### src/rtl/mio_bus_responder.sv
// Slave end of the CPU memory/IO bus: decodes each request to block RAM (with wait states) or
// polled IO registers and answers with a single-cycle MIO_ready pulse.
module mio_bus_responder #(
    parameter int unsigned RAM_AW  = 10,
    parameter int unsigned RAM_LAT = 2,
    parameter int unsigned TIMER_W = 32
) (
    input  logic              clk,
    input  logic              reset,
    input  logic              CPU_MIO,
    input  logic              MemRead,
    input  logic              MemWrite,
    input  logic [31:0]       Addr_in,
    input  logic [31:0]       Data_in,
    output logic [31:0]       Data_out,
    output logic              MIO_ready,
    output logic              bus_err,
    output logic [RAM_AW-1:0] ram_addr,
    output logic [31:0]       ram_din,
    output logic              ram_we,
    input  logic [31:0]       ram_dout,
    input  logic [15:0]       sw_in,
    input  logic [3:0]        btn_in,
    output logic [15:0]       led_out
);

    localparam int unsigned CntW = (RAM_LAT > 1) ? $clog2(RAM_LAT) : 1;
    localparam logic [CntW-1:0] LastCnt = CntW'(RAM_LAT - 1);

    typedef enum logic [1:0] {StIdle, StRamWait, StResp, StTurn} state_e;
    typedef enum logic [2:0] {RgRam, RgLed, RgSw, RgBtnSt, RgBtnDat, RgTimer, RgNone} region_e;

    state_e             state_q, state_d;
    region_e            region, region_q, region_d;
    logic               wr_q, wr_d;
    logic               both_q, both_d;
    logic [31:0]        wdata_q, wdata_d;
    logic [31:0]        rdata_q, rdata_d;
    logic [CntW-1:0]    cnt_q, cnt_d;
    logic [RAM_AW-1:0]  ram_addr_q, ram_addr_d;
    logic [15:0]        led_q, led_d;
    logic [15:0]        sw_s1_q, sw_s2_q;
    logic [3:0]         btn_s1_q, btn_s2_q, btn_prev_q;
    logic               btn_valid_q, btn_valid_d;
    logic               btn_ovr_q, btn_ovr_d;
    logic [3:0]         btn_data_q, btn_data_d;
    logic [TIMER_W-1:0] timer_q, timer_d;

    logic req, resp, wr_commit, btn_edge, btn_clr;
    logic unused_addr;

    assign unused_addr = ^Addr_in[1:0];
    assign req         = CPU_MIO & (MemRead | MemWrite);
    assign resp        = (state_q == StResp);
    assign wr_commit   = resp & wr_q;
    assign btn_edge    = |(btn_s2_q & ~btn_prev_q);
    assign btn_clr     = resp && !wr_q && (region_q == RgBtnSt);

    always_comb begin
        region = RgNone;
        if (Addr_in[31:28] != 4'hF) begin
            if (Addr_in[31:RAM_AW+2] == '0) region = RgRam;
        end else begin
            case (Addr_in[27:2])
                26'h0:   region = RgLed;
                26'h1:   region = RgSw;
                26'h2:   region = RgBtnSt;
                26'h3:   region = RgBtnDat;
                26'h4:   region = RgTimer;
                default: region = RgNone;
            endcase
        end
    end

    // State register and all datapath flops.
    always_ff @(posedge clk) begin
        if (reset) begin
            state_q     <= StIdle;
            region_q    <= RgNone;
            wr_q        <= 1'b0;
            both_q      <= 1'b0;
            wdata_q     <= '0;
            rdata_q     <= '0;
            cnt_q       <= '0;
            ram_addr_q  <= '0;
            led_q       <= '0;
            sw_s1_q     <= '0;
            sw_s2_q     <= '0;
            btn_s1_q    <= '0;
            btn_s2_q    <= '0;
            btn_prev_q  <= '0;
            btn_valid_q <= 1'b0;
            btn_ovr_q   <= 1'b0;
            btn_data_q  <= '0;
            timer_q     <= '0;
        end else begin
            state_q     <= state_d;
            region_q    <= region_d;
            wr_q        <= wr_d;
            both_q      <= both_d;
            wdata_q     <= wdata_d;
            rdata_q     <= rdata_d;
            cnt_q       <= cnt_d;
            ram_addr_q  <= ram_addr_d;
            led_q       <= led_d;
            sw_s1_q     <= sw_in;
            sw_s2_q     <= sw_s1_q;
            btn_s1_q    <= btn_in;
            btn_s2_q    <= btn_s1_q;
            btn_prev_q  <= btn_s2_q;
            btn_valid_q <= btn_valid_d;
            btn_ovr_q   <= btn_ovr_d;
            btn_data_q  <= btn_data_d;
            timer_q     <= timer_d;
        end
    end

    always_comb begin
        state_d = state_q;
        unique case (state_q)
            StIdle:    if (req) state_d = (region == RgRam && !MemWrite) ? StRamWait : StResp;
            StRamWait: begin
                if (!req) state_d = StIdle;
                else if (cnt_q == LastCnt) state_d = StResp;
            end
            StResp:    state_d = StTurn;
            StTurn:    state_d = StIdle;
            default:   state_d = StIdle;
        endcase
    end

    always_comb begin
        region_d   = region_q;
        wr_d       = wr_q;
        both_d     = both_q;
        wdata_d    = wdata_q;
        ram_addr_d = ram_addr_q;
        cnt_d      = cnt_q;
        rdata_d    = rdata_q;
        if (state_q == StIdle && req) begin
            region_d   = region;
            wr_d       = MemWrite;
            both_d     = MemRead & MemWrite;
            wdata_d    = Data_in;
            ram_addr_d = Addr_in[RAM_AW+1:2];
            cnt_d      = '0;
        end
        if (state_q == StRamWait) begin
            cnt_d = cnt_q + CntW'(1);
            if (cnt_q == LastCnt) rdata_d = ram_dout;
        end
    end

    always_comb begin
        led_d       = led_q;
        timer_d     = timer_q + TIMER_W'(1);
        btn_valid_d = btn_valid_q;
        btn_ovr_d   = btn_ovr_q;
        btn_data_d  = btn_data_q;
        if (wr_commit && region_q == RgLed) led_d = wdata_q[15:0];
        if (wr_commit && region_q == RgTimer) timer_d = '0;
        if (btn_clr) begin
            btn_valid_d = 1'b0;
            btn_ovr_d   = 1'b0;
        end
        // A new edge beats a same-cycle status clear.
        if (btn_edge) begin
            btn_data_d  = btn_s2_q;
            btn_valid_d = 1'b1;
            btn_ovr_d   = btn_clr ? 1'b0 : (btn_valid_q | btn_ovr_q);
        end
    end

    // Outputs are masked by reset so an aborted access can neither respond nor write.
    always_comb begin
        MIO_ready = 1'b0;
        bus_err   = 1'b0;
        ram_we    = 1'b0;
        Data_out  = '0;
        if (resp && !reset) begin
            MIO_ready = 1'b1;
            bus_err   = both_q || (region_q == RgNone);
            ram_we    = wr_q && (region_q == RgRam);
            if (!wr_q) begin
                case (region_q)
                    RgRam:    Data_out = rdata_q;
                    RgLed:    Data_out[15:0] = led_q;
                    RgSw:     Data_out[15:0] = sw_s2_q;
                    RgBtnSt:  Data_out[1:0] = {btn_ovr_q, btn_valid_q};
                    RgBtnDat: Data_out[3:0] = btn_data_q;
                    RgTimer:  Data_out[TIMER_W-1:0] = timer_q;
                    default:  Data_out = '0;
                endcase
            end
        end
    end

    assign ram_addr = ram_addr_q;
    assign ram_din  = wdata_q;
    assign led_out  = led_q;

endmodule

### config.mk
export PLATFORM = sky130hd
export DESIGN_NAME = mio_bus_responder
export DESIGN_NICKNAME = d
export VERILOG_FILES = /design/src/rtl/mio_bus_responder.sv
export SDC_FILE = /design/constraint.sdc
export NUM_CORES = 1
export LEC_CHECK = 0
export BUFFER_PORTS_ARGS = -buffer_cell sky130_fd_sc_hd__buf_2
export CORE_UTILIZATION = 52
export CTS_BUF_LIST = sky130_fd_sc_hd__clkbuf_4 sky130_fd_sc_hd__clkbuf_8
export CTS_CLUSTER_SIZE = 30
export DETAILED_ROUTE_END_ITERATION = 8
export PLACE_DENSITY = 0.8
export SETUP_SLACK_MARGIN = 0.2
export SYNTH_ARGS = -nofsm -noshare
export SYNTH_HDL_FRONTEND = slang
export SYNTH_SLANG_ARGS = --single-unit
### constraint.sdc
create_clock -name clk -period 3.7 [get_ports clk]
set_input_delay 0.37 -clock clk [delete_from_list [all_inputs] [get_ports clk]]
set_output_delay 0.37 -clock clk [all_outputs]
set_load 0.02 [all_outputs]
==> results.json, run 1 <==
{
  "cts_resized": 0,
  "dp_slack_ns": 1.21,
  "finalClockSkew_ns": 0.00993,
  "cts_tree": "done",
  "end_kind": "output pin",
  "hold_viol": 0,
  "avgViaCountPerCell": 5.36,
  "first_iter_violations": 451,
  "tightest_slew_ns": 1.18,
  "start_util_pct": 53.7,
  "ys_dominant_reg_cell": "dfxtp_1",
  "path_clk_slew_ns": 0.08,
  "worst-path-stages": 5,
  "io_pins": 214,
  "synthTopCellsByArea": "dfxtp_1 (50%), nand2_1 (11%), a21oi_1 (9.0%)",
  "cts.sinks": 180,
  "ant_nets": 0,
  "cap_violations": 0,
  "antenna_found_initial": 0,
  "core_sq_mm": 0.0133,
  "maxSlewViolCount": 0,
  "rsz0062_at_grt": "no",
  "stdcell_count": 1234,
  "num_rows": 42,
  "die_w_microns": 119,
  "r2r_cells": 3,
  "clk_latency_ns": 0.46,
  "async_flop_share_pct": 0,
  "grt_pass1_vias": 5974,
  "synth_top_area_share_pct": 50.3,
  "finalNetCount": 1168,
  "syn_to_final_growth_pct": 21.3,
  "htree_num_levels": 4,
  "grt_pass1_wl_microns": 29200,
  "synth_cells": 870,
  "post_cts_buffers": 0,
  "period_share_pct": 81.6,
  "grt_max_degree": 108,
  "place_inst": 1203,
  "die_area_sq_mm": 0.0142,
  "ys_top_cells_by_count": "nand2_1 (202), dfxtp_1 (180), a21oi_1 (129)",
  "setup_violations": 0,
  "cellLeakagePower_nw": 3.40,
  "drc": 0,
  "synth_edf_count": 0,
  "start_kind": "flop",
  "grt-ovfl-total": 0,
  "worstHoldPathType": "input pin to flop",
  "hold_depth": 2,
  "synth_top_area_cell": "dfxtp_1",
  "path_buf_inv": 2,
  "critPathArrivalTime_ns": 2.65,
  "synthesis.nets": 992,
  "run_status": "completed",
  "crit_chain": "nor3_2 > buf_4 > a22oi_1 > nor2_1 > buf_2",
  "synth_area_per_cell_sq_um": 8.23,
  "vias": 6619,
  "cp_slowest_stage_delay_ns": 0.86,
  "wl_microns": 18000,
  "slew_headroom_pct": 21.3,
  "synth-seq-cells": 180,
  "cts_buffers": 17,
  "grt_usage_pct": 25.9,
  "synth_area_sq_mm": 0.00716,
  "max_freq_ghz": 0.331,
  "firstDrtPassIters": 5,
  "p_per_area_mw_per_mm2": 427,
  "crit_family": "simple AND/OR/NAND/NOR gates",
  "layout_setup_ws_ns": 0.682,
  "die_y_microns": 119,
  "ys_seq_area_share_pct": 50.3,
  "yosys_warnings": 0,
  "final_layout_size_suffix_gt1_share_pct": 24.3,
  "crit_type": "flop to output pin",
  "ctsHoldBuffers": 0,
  "critPathSlowestCell": "nor3_2",
  "crit_required_ns": 3.33,
  "min_period_ns": 3.02,
  "hpwl_microns": 12700,
  "yosysMostFrequentCell": "nand2_1",
  "io_buffers": 211,
  "gp_congestion": 0.837,
  "detail_route.wl_per_cell_microns": 14.6,
  "tns_ns": 0,
  "peakVddDrop_mv": 0.298,
  "diodes": 0,
  "cts_root_buf": "clkbuf_8",
  "synthDistinctLibCells": 49,
  "crit_fanout": 18,
  "clk_path_buf_depth": 2
}
[final cells by class]
type | instances | area, sq um
Inverter | 5 | 18.8
Fill cell | 1151 | 4660
Sequential cell | 180 | 3600
Timing Repair Buffer | 219 | 1120
Tap cell | 176 | 220
Clock buffer | 21 | 283
Clock inverter | 10 | 130
Multi-Input combinational cell | 623 | 3310
[stage by stage]
| stage | utilization (%) | area, sq um | hold WS [ns] | power [W] |
|---|---|---|---|---|
| 2_1_floorplan | - | 7160 | 0.414 | 0.00224 |
| 3_3_place_gp | 62.0 | 8280 | 0.416 | 0.00237 |
| 4_1_cts | 65.1 | 8690 | 0.0836 | 0.00374 |
| 3_5_place_dp | 62.0 | 8280 | 0.421 | 0.00237 |
| 6_report | 65.1 | 8690 | 0.119 | 0.00371 |
| 5_1_grt | 65.1 | 8690 | 0.0998 | 0.00387 |
[power breakdown]
part,internal (W),switching [W],leakage (nW)
Combinational,0.000117,0.000177,1.73
Clock,0.000719,0.000667,0.211
Sequential,0.00200,0.0000346,1.47
[worst reg2reg max path, cell delays in order (launching register included)]
cell and delay [ns]:
dfxtp_1 0.77, and3b_1 0.59, a21o_1 0.78, nor2_1 0.14
[sequential cells by signal, indices dropped and copies added, names as in the netlist, 2 cells and up]
register / cells
btn_data_q: 4
btn_prev_q: 4
btn_s1_q: 4
btn_s2_q: 4
led_out: 16
ram_addr: 10
ram_din: 32
rdata_q: 32
region_q: 3
state_q: 2
sw_s1_q: 16
sw_s2_q: 16
timer_q: 32
[final timing paths]
kind                                  start      endpoint  slack (ns)
worst min-delay path              sw_in[11]   sw_s1_q[11]        0.12
worst max register to register  region_q[0]    timer_q[4]        1.27
worst min register to register  sw_s1_q[15]   sw_s2_q[15]        0.44
worst max-delay path            region_q[0]  Data_out[29]        0.68
[per-layer routing]
layer  up-vias  routed length [microns]  track usage (%)
li1       3352                        -                -
met1      3012                     7850             33.0
met2       228                     8550             42.4
met3        27                     1270             6.66
met4         0                      348             9.30
met5         -                        0                0
[kinds of logic after synthesis]
group / after synthesis / synth area share, %
AND/OR/NAND/NOR: 389 / 25.7
AO/OA/AOI/OAI: 210 / 17.2
flip-flops: 180 / 50.3
buffers and inverters: 67 / 3.62
XOR/XNOR: 12 / 1.47
multiplexers: 11 / 1.55
adder cells (fa/ha/maj): 1 / 0.175
[placed cells by master (no fill, tap or decap), drive strengths merged, types with 2 or more instances in the layout]
master / Yosys / final
and4: 4 / 4
and2: 3 / 3
buf: 18 / 219
a31oi: 3 / 3
clkbuf: 44 / 21
dfxtp: 180 / 180
or4: 12 / 12
nand3: 15 / 15
clkinv: 0 / 5
mux2i: 10 / 10
nor2b: 44 / 44
or3: 10 / 10
o32a: 2 / 2
nor3: 12 / 12
nand3b: 3 / 3
nand2b: 8 / 8
clkinvlp: 0 / 2
and3: 5 / 5
inv: 5 / 5
xor2: 4 / 4
bufinv: 0 / 3
o21ai: 14 / 14
a21oi: 129 / 129
nor4: 10 / 10
o21a: 2 / 2
nor2: 42 / 42
a22oi: 42 / 42
o31ai: 8 / 8
nand2: 202 / 202
nand4: 12 / 12
and3b: 3 / 3
xnor2: 8 / 8
No activity file was read; power rests on OpenSTA's default activity.
==> run 2: changes to the inputs <==
Settings changed: ABC_AREA set to 1.
Clock period 3.7 ns to 3 ns, I/O delays scaled along.
==> results.json, run 2 <==
{
  "ant_nets": 0,
  "crit_fanout": 24,
  "crit_required_ns": 2.70,
  "crit_chain": "nor2_1 > inv_2 > nor2_4 > buf_4 > inv_2 > nor2_1 > a211oi_1 > a21oi_1 > buf_2",
  "p_switching_w": 0.00130,
  "io_buffers": 211,
  "r2r_setup_slack_ns": 1.05,
  "cts.sinks": 180,
  "maxSlewViolCount": 0,
  "cap_violations": 0,
  "avgViaCountPerCell": 5.22,
  "synthTopCellsByArea": "dfxtp_1 (47%), nand2_1 (11%), a21oi_1 (8.2%)",
  "async_flop_share_pct": 0,
  "hold_viol": 0,
  "syn_to_final_growth_pct": 20.1,
  "htree_num_levels": 4,
  "synth_top_area_share_pct": 46.9,
  "p_per_area_mw_per_mm2": 514,
  "crit_family": "buffers and inverters",
  "critPathArrivalTime_ns": 2.39,
  "synth-seq-cells": 180,
  "grt-ovfl-total": 0,
  "yosysMostFrequentCell": "nand2_1",
  "num_rows": 44,
  "whs_ns": 0.0333,
  "setup_violations": 0,
  "peakVddDrop_mv": 0.390,
  "io_pins": 214,
  "clockPowerShare_pct": 36.2,
  "first_iter_violations": 587,
  "tns_ns": 0,
  "critPathSlowestCell": "dfxtp_1",
  "finalClockSkew_ns": 0.0141,
  "ys_seq_area_share_pct": 46.9,
  "die_y_microns": 124,
  "path_buf_inv": 4,
  "antenna_found_initial": 2,
  "combPwrFrac_pct": 10.3,
  "run_status": "completed",
  "layout_commonest_cell": "nand2_1",
  "synthDistinctLibCells": 43,
  "ys_dominant_reg_cell": "dfxtp_1",
  "hpwl_microns": 15500,
  "cellLeakagePower_nw": 3.87,
  "cts_buffers": 17,
  "synth_area_per_cell_sq_um": 7.29,
  "wl_microns": 21000,
  "clk_path_buf_depth": 2,
  "grt_pass1_vias": 6889,
  "busiest_layer": "met2",
  "use_met1_pct": 35.6,
  "p_seq_share_pct": 53.5,
  "finalNetCount": 1366,
  "vias": 7526,
  "cts_root_buf": "clkbuf_8",
  "die_w_microns": 124,
  "mostFrequentLayoutCells": "nand2_1 (234), buf_2 (210), dfxtp_1 (179)",
  "p_int_w": 0.00344,
  "drc": 0,
  "worstHoldPathType": "input pin to flop",
  "start_kind": "flop",
  "dp_slack_ns": 0.779,
  "detail_route.wl_per_cell_microns": 14.6,
  "synth_area_sq_mm": 0.00769,
  "stdcell_count": 1443,
  "synth_top_area_cell": "dfxtp_1",
  "max_freq_ghz": 0.371,
  "synthesis.nets": 1177,
  "met2_usage_pct": 45.0,
  "crit_type": "flop to output pin",
  "firstDrtPassIters": 5,
  "yosys_warnings": 0,
  "min_period_ns": 2.69,
  "grt_max_degree": 55,
  "die_area_sq_mm": 0.0153,
  "rsz0062_at_grt": "no",
  "end_kind": "output pin",
  "synth_cells": 1055,
  "layout_setup_ws_ns": 0.308,
  "core_sq_mm": 0.0145,
  "synth_edf_count": 0,
  "period_share_pct": 89.7,
  "grt_pass1_wl_microns": 32800,
  "post-route-util_pct": 63.8,
  "grt_usage_pct": 28.3,
  "start_util_pct": 53.1,
  "place_inst": 1408,
  "clk_latency_ns": 0.47,
  "grtUsageMet3_pct": 7.60,
  "swShare_pct": 27.4,
  "slew_headroom_pct": 53.0,
  "gp_congestion": 0.973,
  "tightest_slew_ns": 0.703,
  "ys_top_cells_by_count": "nand2_1 (235), dfxtp_1 (180), a21oi_1 (126)",
  "cp_slowest_stage_delay_ns": 0.50,
  "final_layout_size_suffix_gt1_share_pct": 24.9,
  "path_clk_slew_ns": 0.09,
  "cts_tree": "done"
}
## run 2: path summary, 6_finish.rpt
path,cells after the start,endpoint,startpoint
max,9,Data_out[2],region_q[0]
min,3,btn_s1_q[2],btn_in[2]
max reg2reg,7,rdata_q[1],state_q[0]
min reg2reg,2,sw_s2_q[12],sw_s1_q[12]
## run 2: logic make-up (layout without fill, tap and decap cells)
logic type / after synthesis / in the layout / synth area share (%)
compound gates: 238 / 238 / 17.3
xor+xnor: 6 / 6 / 0.684
fa+ha+maj: 1 / 1 / 0.163
buf+inv: 178 / 380 / 9.41
flops: 180 / 180 / 46.9
other cells: 0 / 2 / 0
simple gates: 452 / 452 / 25.6
## run 2: timing repair
item | CTS | global route
setup endpoints to repair | 0 | 2
resized for setup | 0 | 2
hold buffers | 1 | 0
hold endpoints to repair | 1 | 0
setup buffers | 0 | 0
## run 2: through the flow
stage               power [W]  area, sq um
finish                0.00474         9230
global placement      0.00307         8790
global route          0.00494         9230
detailed placement    0.00308         8790
CTS                   0.00477         9220
floorplan             0.00289         7690
## run 2: power by group through the flow
stage	clock network, W	registers (W)	logic [W]
after floorplan	0	0.00264	0.000247
after detailed placement	0	0.00259	0.000488
after CTS	0.00174	0.00254	0.000491
after global routing	0.00184	0.00255	0.000546
after global placement	0	0.00259	0.000480
final	0.00172	0.00254	0.000491
## run 2: worst reg2reg max path: cells and delay by family (launching register included)
| kind | cells | cell delay (ns) |
|---|---|---|
| buffers and inverters | 3 | 0.75 |
| and+or+nand+nor | 2 | 0.45 |
| DFF | 1 | 0.39 |
| AOI/OAI and AO/OA | 2 | 0.27 |
## run 2: layout make-up
class                           instances  area [sq um]
Antenna cell                            2          5.00
Tap cell                              184           230
Clock inverter                         14           169
Fill cell                            1369          5250
Multi-Input combinational cell        697          3370
Timing Repair Buffer                  219          1120
Clock buffer                           18           248
Sequential cell                       180          3600
Inverter                              129           487
## run 2: per-layer routing
layer  share of wire, %  vias to the layer above
li1                   -                     3774
met1                 43                     3394
met2                 47                      304
met3                7.2                       54
met4                3.5                        0
met5                  0                        -
==> run 3: changes to the inputs <==
Settings changed: MAX_ROUTING_LAYER set to met4.
==> results.json, run 3 (synthesis results as in run 2) <==
{
  "grt_pass1_vias": 6621,
  "cap_violations": 0,
  "combPwrFrac_pct": 10.3,
  "post_cts_buffers": 0,
  "io_buffers": 211,
  "tightest_slew_ns": 1.30,
  "slew_headroom_pct": 13.2,
  "max_freq_ghz": 0.389,
  "cts_buffers": 17,
  "clk_path_buf_depth": 2,
  "die_area_sq_mm": 0.0153,
  "vias": 7503,
  "grt_usage_pct": 28.5,
  "antenna_found_initial": 3,
  "final_layout_size_suffix_gt1_share_pct": 24.9,
  "finalClockSkew_ns": 0.0100,
  "r2r_start": "state_q[0]",
  "setup_violations": 0,
  "wl_microns": 20600,
  "hold_viol": 0,
  "busiest_layer": "met2",
  "finalNetCount": 1364,
  "min-delay-start": "btn_in[1]",
  "grt-ovfl-total": 0,
  "crit_required_ns": 2.70,
  "detail_route.wl_per_cell_microns": 14.3,
  "hpwl_microns": 15200,
  "io_pins": 214,
  "tns_ns": 0,
  "gp_congestion": 0.983,
  "cts_tree": "done",
  "critPathArrivalTime_ns": 2.27,
  "start_util_pct": 53.1,
  "p_int_w": 0.00351,
  "swShare_pct": 26.3,
  "die_y_microns": 124,
  "maxSlewViolCount": 0,
  "grtUsageMet3_pct": 5.08,
  "cts_root_buf": "clkbuf_8",
  "worstHoldPathType": "input pin to flop",
  "rsz0062_at_grt": "no",
  "drc": 0,
  "crit_fanout": 24,
  "cellLeakagePower_nw": 3.85,
  "min_period_ns": 2.57,
  "die_w_microns": 124,
  "use_met1_pct": 37.2,
  "core_sq_mm": 0.0145,
  "first_iter_violations": 745,
  "grt_pass1_wl_microns": 32300,
  "fillCellCount": 1302,
  "layout_commonest_cell": "nand2_1",
  "htree_num_levels": 4,
  "clk_latency_ns": 0.46,
  "syn_to_final_growth_pct": 20.1,
  "peakVddDrop_mv": 0.414,
  "p_per_area_mw_per_mm2": 516,
  "cts.sinks": 180,
  "ant_nets": 0,
  "avgViaCountPerCell": 5.20,
  "p_seq_share_pct": 53.3,
  "firstDrtPassIters": 8,
  "crit_type": "flop to output pin",
  "total_power_w": 0.00476,
  "critPathLaunch": "region_q[0]",
  "clockPowerShare_pct": 36.5,
  "met2_usage_pct": 44.2,
  "p_switching_w": 0.00125,
  "path_clk_slew_ns": 0.10,
  "num_rows": 44,
  "start_kind": "flop",
  "period_share_pct": 85.6,
  "stdcell_count": 1443,
  "place_inst": 1407,
  "grt_max_degree": 59,
  "mostFrequentLayoutCells": "nand2_1 (234), buf_2 (210), dfxtp_1 (179)",
  "end_kind": "output pin",
  "run_status": "completed"
}
[run 3: changes by cell type in the layout (fill, tap and decap cells not counted), moves of 2 or more]
cell,delta
clkinv_4,-4
diode_2,+2
clkbuf_4,+2
clkinvlp_4,+4
[run 3: final timing paths]
kind	to	slack (ns)	cells after the start
worst max-delay path	Data_out[1]	0.43	9
worst min-delay path	btn_s1_q[1]	0.03	3
worst max register to register	rdata_q[25]	1.00	7
worst min register to register	sw_s2_q[15]	0.40	2
[run 3: through the flow]
step / hold slack [ns] / worst slack [ns] / instance area, sq um / util (%)
finish: 0.0344 / 0.431 / 9230 / 63.7
global route: 0.0266 / 0.289 / 9230 / 63.7
CTS: 0.0146 / 0.280 / 9210 / 63.6
detailed placement: 0.392 / 0.790 / 8790 / 60.7
global placement: 0.392 / 0.810 / 8790 / 60.7
floorplan: 0.388 / 1.21 / 7690 / -
[run 3: worst max-delay path, cell delays in order, from the launching register on]
cell	delay (ns)
dfxtp_1	0.39
nor2_1	0.21
inv_2	0.08
nor2_4	0.07
buf_4	0.25
inv_2	0.16
o22ai_1	0.14
nor2_1	0.06
a31oi_1	0.23
buf_2	0.22
[run 3: routing by layer]
metal  vias up  share of wire [%]
met5         -                  0
met4         0                2.8
met3        40                6.3
met2       287                 47
met1      3399                 44
li1       3777                  -
[run 3: area by class of cell]
class	count	area, sq um	share of cell area, %
clock buffers	19	249	2.70
flip-flops and latches	180	3600	39.1
inverters	129	487	5.27
well taps	184	230	2.49
clock inverters	13	174	1.88
multi-input cells	697	3370	36.5
diodes	4	10.0	0.108
repair buffers	217	1100	12.0
[run 3: power groups by stage]
stage	registers (W)	logic (W)	clock network [W]
finish	0.00254	0.000489	0.00174
global route	0.00255	0.000547	0.00186
CTS	0.00254	0.000488	0.00176
detailed placement	0.00259	0.000485	0
global placement	0.00259	0.000479	0
floorplan	0.00264	0.000247	0
[run 3: what timing repair did]
item	CTS	global route
hold buffers	0	0
gates resized for setup	0	3
setup endpoints to repair	0	2
